==> src/rtl/data_mem_access.sv <==
// MEM-stage load/store unit: turns one pipeline memory op into a word-aligned,
// byte-enabled request to a variable-latency data memory. It stalls the pipeline
// until the access completes and flags misaligned accesses and memory timeouts.
module data_mem_access #(
    parameter int TIMEOUT_CYCLES = 64
) (
    input  logic        clk,
    input  logic        rst_n,
    input  logic        MemReqValid,
    input  logic        MemWriteM,
    input  logic [1:0]  MemSizeM,
    input  logic [31:0] AddrM,
    input  logic [31:0] StoreDataM,
    output logic        DmReqValid,
    input  logic        DmReqReady,
    output logic [31:0] DmAddr,
    output logic [3:0]  DmWe,
    output logic [31:0] DmWData,
    input  logic        DmRspValid,
    input  logic [31:0] DmRData,
    output logic        StallM,
    output logic [31:0] LoadDataW,
    output logic [1:0]  LoadedBytesSelect,
    output logic        LoadDoneW,
    output logic        MisalignExc,
    output logic        BusErr
);

    localparam int CW = $clog2(TIMEOUT_CYCLES + 1);

    typedef enum logic [1:0] {
        IDLE = 2'd0,
        REQ  = 2'd1,
        WAIT = 2'd2
    } state_t;

    state_t        state;
    state_t        state_next;
    logic [CW-1:0] cnt;
    logic [CW-1:0] cnt_inc;
    logic          timeout_hit;
    logic          misaligned;
    logic          accept;
    logic [31:0]   addr_q;
    logic [3:0]    we_q;
    logic [31:0]   wdata_q;
    logic          is_store_q;
    logic [3:0]    we_calc;
    logic [31:0]   wdata_calc;

    // Decode alignment of the incoming op and whether it is taken this cycle
    always_comb begin
        misaligned = 1'b0;
        if (MemSizeM == 2'b01) begin
            misaligned = AddrM[0];
        end else if (MemSizeM[1]) begin
            misaligned = (AddrM[1:0] != 2'b00);
        end
        accept      = (state == IDLE) && MemReqValid && !misaligned;
        cnt_inc     = cnt + CW'(1);
        timeout_hit = (cnt_inc == CW'(TIMEOUT_CYCLES));
    end

    // Byte lane enables and replicated store data for the incoming op
    always_comb begin
        we_calc    = 4'b1111;
        wdata_calc = StoreDataM;
        case (MemSizeM)
            2'b00: begin
                we_calc    = 4'b0001 << AddrM[1:0];
                wdata_calc = {4{StoreDataM[7:0]}};
            end
            2'b01: begin
                we_calc    = AddrM[1] ? 4'b1100 : 4'b0011;
                wdata_calc = {2{StoreDataM[15:0]}};
            end
            default: begin
                we_calc    = 4'b1111;
                wdata_calc = StoreDataM;
            end
        endcase
    end

    // Next-state logic plus the state-decoded request and stall outputs
    always_comb begin
        state_next = state;
        StallM     = 1'b0;
        DmReqValid = 1'b0;
        case (state)
            IDLE: begin
                if (accept) begin
                    StallM     = 1'b1;
                    state_next = REQ;
                end
            end
            REQ: begin
                DmReqValid = 1'b1;
                StallM     = 1'b1;
                if (DmReqReady) begin
                    state_next = WAIT;
                end
            end
            WAIT: begin
                if (DmRspValid || timeout_hit) begin
                    state_next = IDLE;
                end else begin
                    StallM = 1'b1;
                end
            end
            default: state_next = IDLE;
        endcase
    end

    // State register; reset abandons any access in flight
    always_ff @(posedge clk or negedge rst_n) begin
        if (!rst_n) begin
            state <= IDLE;
        end else begin
            state <= state_next;
        end
    end

    // Capture the accepted op so the request stays stable while memory is busy
    always_ff @(posedge clk or negedge rst_n) begin
        if (!rst_n) begin
            addr_q     <= '0;
            we_q       <= '0;
            wdata_q    <= '0;
            is_store_q <= 1'b0;
        end else if (accept) begin
            addr_q     <= AddrM;
            we_q       <= MemWriteM ? we_calc : 4'b0000;
            wdata_q    <= wdata_calc;
            is_store_q <= MemWriteM;
        end
    end

    // Cycles spent waiting for a response, restarted at the ready handshake
    always_ff @(posedge clk or negedge rst_n) begin
        if (!rst_n) begin
            cnt <= '0;
        end else if ((state == REQ) && DmReqReady) begin
            cnt <= '0;
        end else if (state == WAIT) begin
            cnt <= cnt_inc;
        end
    end

    // Completed-load data and the single-cycle status pulses
    always_ff @(posedge clk or negedge rst_n) begin
        if (!rst_n) begin
            LoadDataW         <= '0;
            LoadedBytesSelect <= '0;
            LoadDoneW         <= 1'b0;
            MisalignExc       <= 1'b0;
            BusErr            <= 1'b0;
        end else begin
            LoadDoneW   <= 1'b0;
            MisalignExc <= (state == IDLE) && MemReqValid && misaligned;
            BusErr      <= (state == WAIT) && !DmRspValid && timeout_hit;
            if ((state == WAIT) && DmRspValid && !is_store_q) begin
                LoadDataW         <= DmRData;
                LoadedBytesSelect <= addr_q[1:0];
                LoadDoneW         <= 1'b1;
            end
        end
    end

    assign DmAddr  = {addr_q[31:2], 2'b00};
    assign DmWe    = we_q;
    assign DmWData = wdata_q;

endmodule
==> config.mk <==
export PLATFORM = sky130hd
export DESIGN_NAME = data_mem_access
export DESIGN_NICKNAME = d
export VERILOG_FILES = /design/src/rtl/data_mem_access.sv
export SDC_FILE = /design/constraint.sdc
export NUM_CORES = 1
export LEC_CHECK = 0
export CAP_MARGIN = 0
export CORE_ASPECT_RATIO = 0.7
export CORE_MARGIN = 2
export CORE_UTILIZATION = 44
export CTS_BUF_LIST = sky130_fd_sc_hd__clkbuf_4
export DETAILED_ROUTE_END_ITERATION = 12
export PLACE_DENSITY = 0.82
export SKIP_CTS_REPAIR_TIMING = 1
export SLEW_MARGIN = 20
export SYNTH_ARGS = -nofsm -noshare
export SYNTH_HDL_FRONTEND = slang
export SYNTH_SLANG_ARGS = --single-unit
==> constraint.sdc <==
create_clock -name clk -period 2.1 [get_ports clk]
set_input_delay 0.42 -clock clk [delete_from_list [all_inputs] [get_ports clk]]
set_output_delay 0.42 -clock clk [all_outputs]
set_load 0.01 [all_outputs]
### Word-level counts from Yosys, hierarchy flattened

Cells that the tools add are included.

* multiplexer cells: 17
* reductions and logical operators: 17
* shift operators: 1
* $add $sub $neg: 1
* equal/unequal tests: 7

Operator list (number)
* one-hot mux 32 bit (2 select lines): 1
* 2-to-1 mux 7 bit: 2
* logical AND 1 bit: 8
* 2-to-1 mux 4 bit: 2
* one-hot mux 4 bit (2 select lines): 1
* adder 7 x 1 -> 7 bit, second input constant: 1
* == test 7 bit, second input constant: 1
* 2-to-1 mux 1 bit: 6
* 2-to-1 mux 2 bit: 3
* != test 2 bit, second input constant: 3
* one-hot mux 2 bit (3 select lines): 1
* == test 2 x 1 -> 1 bit, second input constant: 2
* zero test 2 bit: 2
* nonzero test 2 bit: 2
* << shifter 1 x 2 -> 4 bit, first input constant: 1
* zero test 1 bit: 3
* one-hot mux 1 bit (3 select lines): 1
* AND reduction 3 bit: 1
* == test 2 bit, second input constant: 1
* logical OR 1 bit: 1

* word-level logic and storage cells: 54
* output and inout bits: 107
* bits of input ports: 104
* bits in registers: 115

### Longest topological paths before layout

* depth in word-level cells: 7
* mapped depth: 7
* mapped depth without buffers: 5

### Worst setup path after synthesis

Ideal clock, no wire load.

* path kind: register -> output
* from: reg state[1]
* to: out StallM
* arrival time: 1421 ps
* buffers on the path: 2
* stages on the path, launching flop included: 7
* setup slack: 259 ps
* required time: 1680 ps
* path through: dfrtp_1 buf_4 nor2_1 nand4_2 clkbuf_1 nor3b_1 a21oi_1

* longest elaborated chain between the ends: 5
* elaborated cells on any way between the ends: 7
* classes of those cells: eq/ne: 2; mux: 2; reduce/logical: 3

Ends and longest elaborated chain
* from (decl): line 37 `state_t state;`
* from (signal assigned): line 119 `state <= state_next;`
* zero test 2 bit: line 59, 89
* logical AND 1 bit (2 in series): line 59 `accept = (state == IDLE) && MemReqValid && !misaligned;`
* 2-to-1 mux 1 bit: line 91 `if (accept) begin`
* one-hot mux 1 bit (3 select lines) *: line 89 `case (state)`
* to (decl): line 21 `output logic StallM,`

Every way passes the cells marked *; elsewhere a longest branch is shown, timed or not.

### Worst setup path in the final report

* from: reg cnt[0]
* to: out StallM

* longest elaborated chain between the ends: 5

Ends and longest elaborated chain
* from (decl): line 39 `logic [CW-1:0] cnt;`
* from (signal assigned): line 145 `cnt <= cnt_inc;`
* adder 7 x 1 -> 7 bit: line 60 `cnt_inc = cnt + CW'(1);`
* == test 7 bit: line 61 `timeout_hit = (cnt_inc == CW'(TIMEOUT_CYCLES));`
* logical OR 1 bit: line 104 `if (DmRspValid || timeout_hit) begin`
* 2-to-1 mux 1 bit: line 104
* one-hot mux 1 bit (3 select lines): line 89

Every way passes these cells.

==> flow_results.org <==
** Drt
- Detailed Routing Iterations Pass 1 :: 4
- The detailed router finished its first iteration with 134 violations.
- Ratio of routed vias to standard cells :: 4.90
- DRC Markers :: 0
- Total Routed Length :: 12900 µm
- Number of nets with antenna violations after detailed routing :: 0
- Summing over every cut layer, the via total after detailed routing is 3773.
- After detailed routing, the average wire length per cell comes to 16.7 µm.

** Pwr
- After layout, the design draws a total of 8.79 mW.
- In this run the static leakage power is 3.20 nW.
- Max IR drop VDD :: 0.586 mV
- Power per cell area :: 1180 mW/mm²

** GRT
- Entering global routing, the biggest net connects 54 pins.
- In the global route stage, overall resource usage came out at 0.217.
- First-pass GRT wire length :: 20600 µm
- The via count of the first global-routing pass is 3890.
- Global routing finished with a remaining overflow of 0.
- Antenna violations before repair :: 0

** Clock tree
- Maximum root-to-sink buffer count :: 2
- Cell chosen for the clock root :: sky130_fd_sc_hd__clkbuf_4
- Total number of clock tree sinks :: 115
- TritonCTS created 17 clock buffers.
- The H-tree was split into 4 levels.
- After clock tree synthesis, the clock-pin slew on the worst setup and hold paths is 0.11 ns.
- Clk Latency, worst-skew pair :: 0.51 ns
- CTS tree :: built

** STA
- Worst clock skew :: 0.0122 ns
- At the pin with the least slew margin, the transition time is 0.549 ns.
- Static timing analysis puts the maximum clock frequency at 433 MHz.
- The max-slew violation count is 0.
- Portion of the clock cycle consumed by the worst path in the final layout :: 1.10
- Number of endpoints with negative hold slack in the final report :: 0
- Once routing completed, OpenROAD measured the worst setup slack at -0.209 ns.
- After routing, the total negative slack on setup checks comes to -0.209 ns.
- Final min period :: 2.31 ns
- Number of endpoints failing setup at the final stage :: 1
- RSZ-0062 raised after global routing :: yes
- Headroom to the max-slew limit came out at 0.633.

** Critical path
- The worst setup path is captured at an output pin.
- In this run the worst setup path begins at cnt[0].
- Across all register-to-register paths, the minimum setup slack is 0.29 ns.
- Crit path largest cell delay :: 0.40 ns
- Startpoint kind of the worst setup timing path :: flop
- For the worst setup path, the data required time is 1.68 ns.
- Data arrives at the worst endpoint at 1.89 ns.
- Capture point of the worst path :: StallM
- R2R depth :: 5
- Critical R2R Launch :: state[1]
- Largest fanout on the critical path :: 3
- Worst-path cell chain :: ha_2 > xor2_1 > nand2_1 > o32ai_2 > a21oi_1 > buf_2
- Type of the setup path with the least slack :: flop to output pin
- Critical R2R Capture :: addr_q[23]
- Among all stages on the critical path, the largest delay is contributed by sky130_fd_sc_hd__dfrtp_1.

** Worst hold path
- Type of the worst min-delay path :: input pin to async pin

** Placed design
- Input and output buffers added on the ports amount to 208.
- At the end of routability-driven placement, the weighted congestion stood at 0.878.
- Placement-stage cell area :: 0.00715 mm²
- Worst setup slack before clock tree synthesis :: -0.550 ns
- DP Wirelength :: 9600 µm

** Cells and area
- Compared with the post-synthesis result, the final layout area differs by 48.0%.
- Antenna cell count :: 0
- For this run, the share of the core covered by cells in the final layout is 0.671.
- For this run, the post-layout net count is 709.
- Of the cells placed in the final design, the portion with a size suffix greater than 1 is 0.217.
- After routing the design area is 0.00744 mm².

** Logic synthesis
- In this run, synthesis produced a sequential element count of 115.
- Share of synthesized area occupied by flip-flops and latches :: 0.572
- Of the post-synthesis cell area, the dominant cell type holds 0.572.
- Total number of yosys warnings :: 0
- In this run the mean area of a mapped cell was 12.4 µm².
- Top area cells in the synthesized netlist :: sky130_fd_sc_hd__dfrtp_1 57%, sky130_fd_sc_hd__mux2_2 16%, sky130_fd_sc_hd__mux2i_1 5.4%
- Number of distinct library cells after synthesis :: 35
- The largest total area in the synthesized netlist belongs to sky130_fd_sc_hd__dfrtp_1.
- Mapped Cells :: 406
- Cell area after synthesis :: 0.00503 mm²

** Floorplan
- The floorplan has 32 rows.
- Starting density of the core :: 0.453
- Core region area :: 0.0111 mm²
- In this run the vertical extent of the chip is 93.4 µm.
- The die covers 0.0123 mm².
- Number of primary I/O pins :: 211
- Horiz. Die Dim :: 132 µm

** Run status
- The run finished, with violations left.
- Violated checks :: setup timing

** Job
- Max-cap violations in this run came to 0.
==> worst min-delay path by stage <==
stage	to	depth (start not counted)	from	slack, ns
after global routing	DmWData[3]	2	rst_n	0.31
final	DmWData[24]	2	rst_n	0.35
after CTS	DmWData[3]	1	rst_n	-0.22
after floorplan	BusErr	0	rst_n	0.12
after detailed placement	DmWData[7]	1	rst_n	0.37
after global placement	DmWData[7]	1	rst_n	0.37
==> metal layers <==
metal	track usage	vias to the layer above	share of wire
met5	0	-	0
met4	0.0770	0	0.012
met3	0.0883	19	0.079
met2	0.359	146	0.49
met1	0.259	1843	0.42
li1	-	1765	-
==> logic make-up after synthesis <==
kind of cell	Yosys count	share of synthesized area
muxes	102	0.222
xor gates and xnor gates	2	0.00348
and+or+nand+nor	75	0.0677
other	1	0.000746
adders and majority gates	1	0.00249
DFF	115	0.572
AOI/OAI and AO/OA	57	0.0597
buffers and inverters	53	0.0719
==> power by group <==
| part | internal, mW | switching [mW] |
|---|---|---|
| combinational | 2.29 | 1.43 |
| sequential | 3.09 | 0.469 |
| clock | 0.589 | 0.906 |
==> Yosys cell counts <==
master                       n
sky130_fd_sc_hd__nor3b_4     1
sky130_fd_sc_hd__o21ai_0    33
sky130_fd_sc_hd__nor2_2      1
sky130_fd_sc_hd__nor2b_1     2
sky130_fd_sc_hd__nand3_1     1
sky130_fd_sc_hd__a31oi_1     1
sky130_fd_sc_hd__buf_6       4
sky130_fd_sc_hd__and4_1      1
sky130_fd_sc_hd__nand2_1    38
sky130_fd_sc_hd__o21ai_1     1
sky130_fd_sc_hd__and3_1      1
sky130_fd_sc_hd__o31ai_1     1
sky130_fd_sc_hd__a21boi_0    1
sky130_fd_sc_hd__xor2_1      2
sky130_fd_sc_hd__a21oi_1    17
sky130_fd_sc_hd__nand2b_1    1
sky130_fd_sc_hd__dfrtp_1   115
sky130_fd_sc_hd__conb_1      1
sky130_fd_sc_hd__buf_2       7
sky130_fd_sc_hd__nor3b_1     1
sky130_fd_sc_hd__mux2i_1    27
sky130_fd_sc_hd__buf_4      33
sky130_fd_sc_hd__a211oi_1    1
sky130_fd_sc_hd__mux2_1      2
sky130_fd_sc_hd__ha_1        1
sky130_fd_sc_hd__and2_1      1
sky130_fd_sc_hd__inv_1       2
sky130_fd_sc_hd__o32ai_1     1
sky130_fd_sc_hd__mux2_2     73
sky130_fd_sc_hd__nor4b_1     1
sky130_fd_sc_hd__clkbuf_1    7
sky130_fd_sc_hd__nor2_1     21
sky130_fd_sc_hd__nor3_1      4
sky130_fd_sc_hd__a22oi_1     1
sky130_fd_sc_hd__nand4_2     1
==> area by class of cell <==
class | instances | area, µm²
clock buffers | 17 | 128
clock inverters | 15 | 134
fillers | 857 | 3650
inverters | 2 | 7.51
multi-input cells | 239 | 1830
flip-flops and latches | 115 | 2880
well taps | 153 | 191
repair buffers | 229 | 2270
==> state kept, by name, summed over array words and instances (netlist names) <==
register	flops
DmWData	32
LoadDataW	32
addr_q	32
cnt	7
DmWe	4
LoadedBytesSelect	2
state	2
BusErr	1
LoadDoneW	1
MisalignExc	1
is_store_q	1
==> cells in the final DEF, fill, tap and decap left out, drive strengths merged, types with 17 or more instances in the layout <==
master and n:
nand2 38, mux2 75, dfrtp 115, a21oi 17
nor2 22, clkdlybuf4s50 205, clkbuf 17, o21ai 34
buf 22, mux2i 27
==> stage by stage <==
step | cells | hold WS, ns
floorplan | 407 | 0.124
global placement | 737 | 0.365
detailed placement | 737 | 0.368
CTS | 769 | -0.224
global route | 770 | 0.311
finish | 770 | 0.353
==> critical path, delay by kind of cell (launching register included) <==
kind,cells,cell delay [ns]
AND/OR/NAND/NOR,1,0.08
adder cells (fa/ha/maj),1,0.22
XOR/XNOR,1,0.16
buffers and inverters,1,0.16
AO/OA/AOI/OAI,2,0.36
flip-flops,1,0.40
No activity file was read; power rests on OpenSTA's default activity.
